File: config.mk
export PLATFORM = sky130hd
export DESIGN_NAME = core_writeback_flat
export DESIGN_NICKNAME = d
export VERILOG_FILES = /design/src/rtl/core_writeback.sv /design/src/rtl/core_writeback_if.sv /design/src/flat_wrapper.sv
export SDC_FILE = /design/constraint.sdc
export NUM_CORES = 1
export LEC_CHECK = 0
export ABC_AREA = 0
export BUFFER_PORTS_ARGS = -buffer_cell sky130_fd_sc_hd__buf_2
export CORE_MARGIN = 5
export CORE_UTILIZATION = 45
export CTS_BUF_LIST = sky130_fd_sc_hd__clkbuf_4 sky130_fd_sc_hd__clkbuf_8 sky130_fd_sc_hd__clkbuf_16
export DETAILED_ROUTE_END_ITERATION = 12
export PLACE_DENSITY = 0.73
export REMOVE_ABC_BUFFERS = 1
export SYNTH_ARGS = -nofsm -noshare
export SYNTH_HDL_FRONTEND = slang
export SYNTH_SLANG_ARGS = --single-unit
File: constraint.sdc
create_clock -name clk -period 5.4 [get_ports clk]
set_clock_uncertainty 0.05 [all_clocks]
set_input_delay 1.08 -clock clk [delete_from_list [all_inputs] [get_ports clk]]
set_output_delay 1.08 -clock clk [all_outputs]
set_load 0.01 [all_outputs]
File: src/rtl/core_writeback.sv
// Writeback stage: merges EX results and FIFO-buffered load results onto the
// single regfile write port, with starvation-bounded arbitration and a load scoreboard.
package config_pkg;
    typedef struct packed {
        int unsigned XLEN;
        logic        E_SUPPORTED;
    } cfg_t;

    localparam cfg_t DEFAULT_CONF = '{XLEN: 32, E_SUPPORTED: 1'b0};
endpackage

module core_writeback #(
    parameter config_pkg::cfg_t CONF       = config_pkg::DEFAULT_CONF,
    parameter int               LQ_DEPTH   = 2,
    parameter int               STARVE_MAX = 4
) (
    input logic               clk,
    input logic               rst,
    core_writeback_if.slave   wb
);
    localparam int XLEN    = int'(CONF.XLEN);
    localparam int NUMREGS = CONF.E_SUPPORTED ? 16 : 32;
    localparam int PTR_W   = $clog2(LQ_DEPTH);
    localparam int CNT_W   = PTR_W + 1;
    localparam int ST_W    = $clog2(STARVE_MAX + 1);

    logic [4:0]         fifo_rd_q   [LQ_DEPTH];
    logic [4:0]         fifo_rd_d   [LQ_DEPTH];
    logic [XLEN-1:0]    fifo_data_q [LQ_DEPTH];
    logic [XLEN-1:0]    fifo_data_d [LQ_DEPTH];
    logic [PTR_W-1:0]   wr_ptr_q, wr_ptr_d;
    logic [PTR_W-1:0]   rd_ptr_q, rd_ptr_d;
    logic [CNT_W-1:0]   count_q, count_d;
    logic [ST_W-1:0]    starve_q, starve_d;

    logic               rf_we2_q, rf_we2_d;
    logic [4:0]         rf_a2_q, rf_a2_d;
    logic [XLEN-1:0]    rf_wd2_q, rf_wd2_d;
    logic               illegal_q, illegal_d;
    logic [NUMREGS-1:0] sb_q, sb_d;

    logic               fifo_empty;
    logic               fifo_full;
    logic               force_ld;
    logic               push;
    logic               commit_ex;
    logic               commit_ld;
    logic               commit;
    logic [4:0]         commit_rd;
    logic [XLEN-1:0]    commit_data;
    logic               rd_illegal;

    assign fifo_empty  = (count_q == '0);
    assign fifo_full   = (count_q == CNT_W'(LQ_DEPTH));
    assign force_ld    = (starve_q == ST_W'(STARVE_MAX)) && !fifo_empty;
    // ld_ready comes from the registered count, so a pop never frees a slot in the same cycle
    assign push        = wb.ld_valid && !fifo_full;
    assign commit_ex   = wb.ex_valid && !force_ld;
    assign commit_ld   = !commit_ex && !fifo_empty;
    assign commit      = commit_ex || commit_ld;
    assign commit_rd   = commit_ex ? wb.ex_rd   : fifo_rd_q[rd_ptr_q];
    assign commit_data = commit_ex ? wb.ex_data : fifo_data_q[rd_ptr_q];
    assign rd_illegal  = CONF.E_SUPPORTED && commit_rd[4];

    assign wb.ex_ready   = !force_ld;
    assign wb.ld_ready   = !fifo_full;
    assign wb.rf_we2     = rf_we2_q;
    assign wb.rf_a2      = rf_a2_q;
    assign wb.rf_wd2     = rf_wd2_q;
    assign wb.illegal_rd = illegal_q;
    assign wb.sb_busy    = sb_q;

    always_comb begin
        fifo_rd_d   = fifo_rd_q;
        fifo_data_d = fifo_data_q;
        wr_ptr_d    = wr_ptr_q;
        rd_ptr_d    = rd_ptr_q;
        if (push) begin
            fifo_rd_d[wr_ptr_q]   = wb.ld_rd;
            fifo_data_d[wr_ptr_q] = wb.ld_data;
            wr_ptr_d              = wr_ptr_q + PTR_W'(1);
        end
        if (commit_ld) begin
            rd_ptr_d = rd_ptr_q + PTR_W'(1);
        end
        count_d = count_q + CNT_W'(push) - CNT_W'(commit_ld);
    end

    // Counts EX wins only while loads wait; any load commit or an empty FIFO resets it.
    always_comb begin
        starve_d = starve_q;
        if (commit_ld || fifo_empty) begin
            starve_d = '0;
        end else if (commit_ex && (starve_q != ST_W'(STARVE_MAX))) begin
            starve_d = starve_q + ST_W'(1);
        end
    end

    always_comb begin
        rf_we2_d  = commit && (commit_rd != 5'd0) && !rd_illegal;
        illegal_d = commit && rd_illegal;
        rf_a2_d   = rf_a2_q;
        rf_wd2_d  = rf_wd2_q;
        if (commit) begin
            rf_a2_d  = commit_rd;
            rf_wd2_d = commit_data;
        end
    end

    // Set after clear so a same-cycle reissue of the register keeps it busy.
    always_comb begin
        sb_d = sb_q;
        for (int i = 0; i < NUMREGS; i++) begin
            if (commit_ld && (commit_rd == 5'(i))) begin
                sb_d[i] = 1'b0;
            end
        end
        for (int i = 0; i < NUMREGS; i++) begin
            if (wb.iss_valid && (wb.iss_rd == 5'(i))) begin
                sb_d[i] = 1'b1;
            end
        end
        sb_d[0] = 1'b0;
    end

    always_ff @(posedge clk or posedge rst) begin
        if (rst) begin
            fifo_rd_q   <= '{default: '0};
            fifo_data_q <= '{default: '0};
            wr_ptr_q    <= '0;
            rd_ptr_q    <= '0;
            count_q     <= '0;
            starve_q    <= '0;
            rf_we2_q    <= 1'b0;
            rf_a2_q     <= '0;
            rf_wd2_q    <= '0;
            illegal_q   <= 1'b0;
            sb_q        <= '0;
        end else begin
            fifo_rd_q   <= fifo_rd_d;
            fifo_data_q <= fifo_data_d;
            wr_ptr_q    <= wr_ptr_d;
            rd_ptr_q    <= rd_ptr_d;
            count_q     <= count_d;
            starve_q    <= starve_d;
            rf_we2_q    <= rf_we2_d;
            rf_a2_q     <= rf_a2_d;
            rf_wd2_q    <= rf_wd2_d;
            illegal_q   <= illegal_d;
            sb_q        <= sb_d;
        end
    end
endmodule

File: src/rtl/core_writeback_if.sv
// Writeback-stage bundle: EX and load result streams, load-issue notification,
// and the regfile write port with its scoreboard and illegal-rd flag.
interface core_writeback_if #(
    parameter int XLEN    = 32,
    parameter int NUMREGS = 32
);
    logic               ex_valid;
    logic               ex_ready;
    logic [4:0]         ex_rd;
    logic [XLEN-1:0]    ex_data;

    logic               ld_valid;
    logic               ld_ready;
    logic [4:0]         ld_rd;
    logic [XLEN-1:0]    ld_data;

    logic               iss_valid;
    logic [4:0]         iss_rd;

    logic [4:0]         rf_a2;
    logic [XLEN-1:0]    rf_wd2;
    logic               rf_we2;
    logic [NUMREGS-1:0] sb_busy;
    logic               illegal_rd;

    modport slave (
        input  ex_valid, ex_rd, ex_data,
        input  ld_valid, ld_rd, ld_data,
        input  iss_valid, iss_rd,
        output ex_ready, ld_ready,
        output rf_a2, rf_wd2, rf_we2, sb_busy, illegal_rd
    );

    modport master (
        output ex_valid, ex_rd, ex_data,
        output ld_valid, ld_rd, ld_data,
        output iss_valid, iss_rd,
        input  ex_ready, ld_ready,
        input  rf_a2, rf_wd2, rf_we2, sb_busy, illegal_rd
    );
endinterface

File: src/flat_wrapper.sv
// flat-port wrapper written by rule: the top's interface ports become plain ports
module core_writeback_flat 
#(
    parameter config_pkg::cfg_t CONF       = config_pkg::DEFAULT_CONF,
    parameter int               LQ_DEPTH   = 2,
    parameter int               STARVE_MAX = 4
)
  (clk, rst, wb_ex_valid, wb_ex_rd, wb_ex_data, wb_ld_valid, wb_ld_rd, wb_ld_data, wb_iss_valid, wb_iss_rd, wb_ex_ready, wb_ld_ready, wb_rf_a2, wb_rf_wd2, wb_rf_we2, wb_sb_busy, wb_illegal_rd);
  core_writeback_if #(.XLEN(32), .NUMREGS(32)) wb_i ();
  input logic clk;
  input logic rst;
  input wire logic [$bits(wb_i.ex_valid)-1:0] wb_ex_valid;
  input wire logic [$bits(wb_i.ex_rd)-1:0] wb_ex_rd;
  input wire logic [$bits(wb_i.ex_data)-1:0] wb_ex_data;
  input wire logic [$bits(wb_i.ld_valid)-1:0] wb_ld_valid;
  input wire logic [$bits(wb_i.ld_rd)-1:0] wb_ld_rd;
  input wire logic [$bits(wb_i.ld_data)-1:0] wb_ld_data;
  input wire logic [$bits(wb_i.iss_valid)-1:0] wb_iss_valid;
  input wire logic [$bits(wb_i.iss_rd)-1:0] wb_iss_rd;
  output wire logic [$bits(wb_i.ex_ready)-1:0] wb_ex_ready;
  output wire logic [$bits(wb_i.ld_ready)-1:0] wb_ld_ready;
  output wire logic [$bits(wb_i.rf_a2)-1:0] wb_rf_a2;
  output wire logic [$bits(wb_i.rf_wd2)-1:0] wb_rf_wd2;
  output wire logic [$bits(wb_i.rf_we2)-1:0] wb_rf_we2;
  output wire logic [$bits(wb_i.sb_busy)-1:0] wb_sb_busy;
  output wire logic [$bits(wb_i.illegal_rd)-1:0] wb_illegal_rd;
  assign wb_i.ex_valid = wb_ex_valid;
  assign wb_i.ex_rd = wb_ex_rd;
  assign wb_i.ex_data = wb_ex_data;
  assign wb_i.ld_valid = wb_ld_valid;
  assign wb_i.ld_rd = wb_ld_rd;
  assign wb_i.ld_data = wb_ld_data;
  assign wb_i.iss_valid = wb_iss_valid;
  assign wb_i.iss_rd = wb_iss_rd;
  assign wb_ex_ready = wb_i.ex_ready;
  assign wb_ld_ready = wb_i.ld_ready;
  assign wb_rf_a2 = wb_i.rf_a2;
  assign wb_rf_wd2 = wb_i.rf_wd2;
  assign wb_rf_we2 = wb_i.rf_we2;
  assign wb_sb_busy = wb_i.sb_busy;
  assign wb_illegal_rd = wb_i.illegal_rd;
  core_writeback #(.CONF(CONF), .LQ_DEPTH(LQ_DEPTH), .STARVE_MAX(STARVE_MAX)) u_core (.clk(clk), .rst(rst), .wb(wb_i));
endmodule
==> impl_results.md <==
* Initial antenna violation count at 1
* Vias in the first global route at 5033
* Leak at 3.661 nW
* Setup violations, final at 0
* Clk root buf: clkbuf_16
* Die H at 130.8 um
* Final hold vios at 0
* Core area at 14420 um2
* Cts bufs inserted at 17
* CP max stage delay at 400 ps
* CTS tree: done
* Critical path arrival at 1630 ps
* PortBufs at 154
* Max cap viols at 0
* DR DRC count at 0
* PwrDens at 622.4 nW/um2
* CTS H-tree depth at 4
* Distinct cells, synth at 41
* Clk pwr share at 23.7%
* Post_cts resized at 0
* Fmax at 0.3618 GHz
* Tot GR Track Use at 19.30%
* CP dominant cell by count: inv_1
* Crit path kind: register to output pin
* Crit path max-delay family: flip-flops
* Post-route setup TNS at 0 ps
* Hold Crit Class: register to register
* Tot Pwr at 0.004989 W
* Switching Power at 0.001823 W
* Iteration-0 DRC Markers at 339
* Clock Latency Late Sink at 420 ps
* Remaining global-route overflow at 0
* Largest net degree at the start of global routing at 115
* Crit-path slowest cell: dfrtp_1
* Global-route wire length before repair at 25660 um
* Setup WS post-layout at 2636 ps
* Vias/cell at 5.600
* Seq/Total Area, Yosys at 57.12%
* Period utilization at 51.18%
* Crit. End Element: output pin
* Cts-stage hold buffer count at 0
* WL final at 15930 um
* Slew @ Worst Pin at 1224 ps
* Critical-path maximum fanout at 10
* Flops & latches, synth at 150
* Post-DP HPWL at 10780 um
* Drt pass-1 iters at 4
* Mapped Area at 6571 um2
* Fin. max-slew vios at 0
* Clock Path Buffers at 2
* Gate Count Post-Synth at 520
* Outcome: completed
* CP Launch Type: register
* Req. time, crit path at 4270 ps
* Place WS at 2569 ps
* Layout Cells excl Fill at 863
* Clock Sinks at 150
* Row count at 44
* Crit-path cells: inv_1, ha_1, o211a_1, inv_1, buf_2
* Post-CTS setup buffers at 0
* Final nets at 754
* Sw Share at 36.55%
* I/O pins at 157
* Placer Congestion at 0.8261
* Avg Synthesized Cell Area at 12.64 um2
* Worst vdd ir at 0.2590 mV
* DIE AREA at 17120 um2
* Routed WL per cell at 18.46 um
* Buffers & Inverters on Critical Path at 3
* RSZ-0062 raised after global routing: no
* Clock-pin transition on the worst setup and hold timing paths at 60 ps
* Synth warn at 0
* Share of cells above drive strength 1 at 31.37%
* Slew headroom at 18.23%
* Starting Density at 45.56%
* Register share of total power at 40.8%
* Logic pwr share at 35.4%
* Antenna Cells at 0
* Tmin final at 2764 ps
* Area Overhead vs Synth at 21.97%
* Die span in x at 130.8 um
* Final ANT Viol Nets at 0
* Vias post-DR at 4833
* Internal at 0.003165 W
* Dpl cells at 831
[path summary, 6_finish.rpt]
check,startpoint,to,slack (ps),cells past startpoint
setup / recovery,u_core.starve_q[0]$_DFFE_PP0P_,wb_ex_ready,2640,5
hold / removal,u_core.wb.rf_a2[3]$_DFFE_PP0P_,u_core.wb.rf_a2[3]$_DFFE_PP0P_,430,2
setup reg to reg,u_core.rd_ptr_q$_DFFE_PP0P_,u_core.wb.sb_busy[23]$_DFFE_PP0P_,2940,4
hold reg to reg,u_core.wb.rf_a2[3]$_DFFE_PP0P_,u_core.wb.rf_a2[3]$_DFFE_PP0P_,430,2
max in group asynchronous,rst,u_core.wb.rf_wd2[27]$_DFFE_PP0P_,3380,3
min in group asynchronous,rst,u_core.wb.rf_wd2[30]$_DFFE_PP0P_,820,2
[through the flow]
step                utilization (%)  hold slack [ps]  instance area (um2)
floorplan                         -            392.8                 6374
global route                  55.57            452.8                 8015
CTS                           55.57            437.1                 8015
detailed placement            51.41            423.6                 7416
global placement              51.41            404.8                 7416
finish                        55.57            429.5                 8015
[cells in the mapped netlist, drive strengths merged]
| cell | instances | area [um2] |
|---|---|---|
| a21oi | 1 | 8.760 |
| a22oi | 32 | 240.2 |
| a31oi | 4 | 37.53 |
| and3 | 2 | 12.51 |
| and3b | 4 | 35.03 |
| buf | 25 | 178.9 |
| clkbuf | 6 | 22.52 |
| conb | 1 | 3.750 |
| dfrtp | 150 | 3754 |
| ha | 4 | 50.05 |
| inv | 11 | 41.29 |
| mux2 | 74 | 833.3 |
| mux2i | 37 | 370.4 |
| nand2 | 14 | 52.55 |
| nand2b | 3 | 18.77 |
| nand3 | 5 | 30.03 |
| nand4 | 1 | 6.260 |
| nor2 | 8 | 40.04 |
| nor2b | 3 | 18.77 |
| nor3 | 7 | 35.03 |
| nor3b | 4 | 35.03 |
| o211a | 1 | 10.01 |
| o211ai | 1 | 7.510 |
| o21ai | 80 | 400.4 |
| o22ai | 3 | 18.77 |
| o31ai | 18 | 135.1 |
| o41ai | 12 | 105.1 |
| or2 | 3 | 18.77 |
| or4 | 1 | 7.510 |
| xnor2 | 5 | 43.79 |
[worst min-delay path: cells and delay by family (launching register included)]
| kind | cells | cell delay [ps] |
|---|---|---|
| flops | 1 | 340 |
| simple gates | 1 | 50 |
| compound gates | 1 | 60 |
[state kept, by name, indices dropped and copies added, names as in the netlist]
register            cells
u_core.fifo_data_q     64
u_core.wb.rf_wd2       32
u_core.wb.sb_busy      31
u_core.fifo_rd_q       10
u_core.wb.rf_a2         5
u_core.starve_q         3
u_core.count_q          2
u_core.rd_ptr_q         1
u_core.wb.rf_we2        1
u_core.wr_ptr_q         1
[cell usage in the layout (no fill, tap or decap), drive strengths merged]
| master | instances |
|---|---|
| nand2b | 3 |
| conb | 2 |
| ha | 4 |
| o211ai | 1 |
| o31ai | 18 |
| dfrtp | 150 |
| o21ai | 80 |
| and3 | 2 |
| or2 | 3 |
| and3b | 4 |
| inv | 14 |
| o41ai | 12 |
| mux2i | 37 |
| nand4 | 1 |
| clkbuf | 19 |
| clkinvlp | 2 |
| nor3b | 4 |
| xnor2 | 5 |
| clkinv | 6 |
| a31oi | 4 |
| nor2b | 3 |
| bufinv | 2 |
| o22ai | 3 |
| mux2 | 74 |
| nand2 | 14 |
| buf | 157 |
| nand3 | 5 |
| or4 | 1 |
| o211a | 1 |
| nor3 | 7 |
| a21oi | 1 |
| nor2 | 8 |
| a22oi | 32 |
[routing by layer]
layer / global-route usage [%] / share of wire [%]
met5: 0 / 0.082
met4: 6.231 / 1.3
met3: 6.382 / 9.4
met2: 31.28 / 48
met1: 24.61 / 41
[logic make-up after synthesis]
group | Yosys count | synth area share [%]
compound gates | 152 | 14.66
flops | 150 | 57.12
mux | 111 | 18.32
simple gates | 55 | 4.722
buf+inv | 42 | 3.694
xor+xnor | 5 | 0.6664
fa+ha+maj | 4 | 0.7616
other cells | 1 | 0.05707
[layout make-up]
class                   instances  area [um2]
clock buffers                  19       452.9
clock inverters                13       146.4
fillers                      1249        6409
inverters                      11       46.29
multi-input cells             329        2591
flip-flops and latches        150        3755
well taps                     184       230.2
repair buffers                157       793.3
[power by group through the flow]
| stage | registers [W] | logic [W] | clock network, W |
|---|---|---|---|
| after floorplan | 0.00214 | 0.00101 | 0 |
| after global placement | 0.00200 | 0.00172 | 0 |
| after detailed placement | 0.00204 | 0.00179 | 0 |
| after CTS | 0.00204 | 0.00179 | 0.00121 |
| after global routing | 0.00211 | 0.00195 | 0.00126 |
| final | 0.00204 | 0.00177 | 0.00118 |
Power figures use the tool's default switching activity.
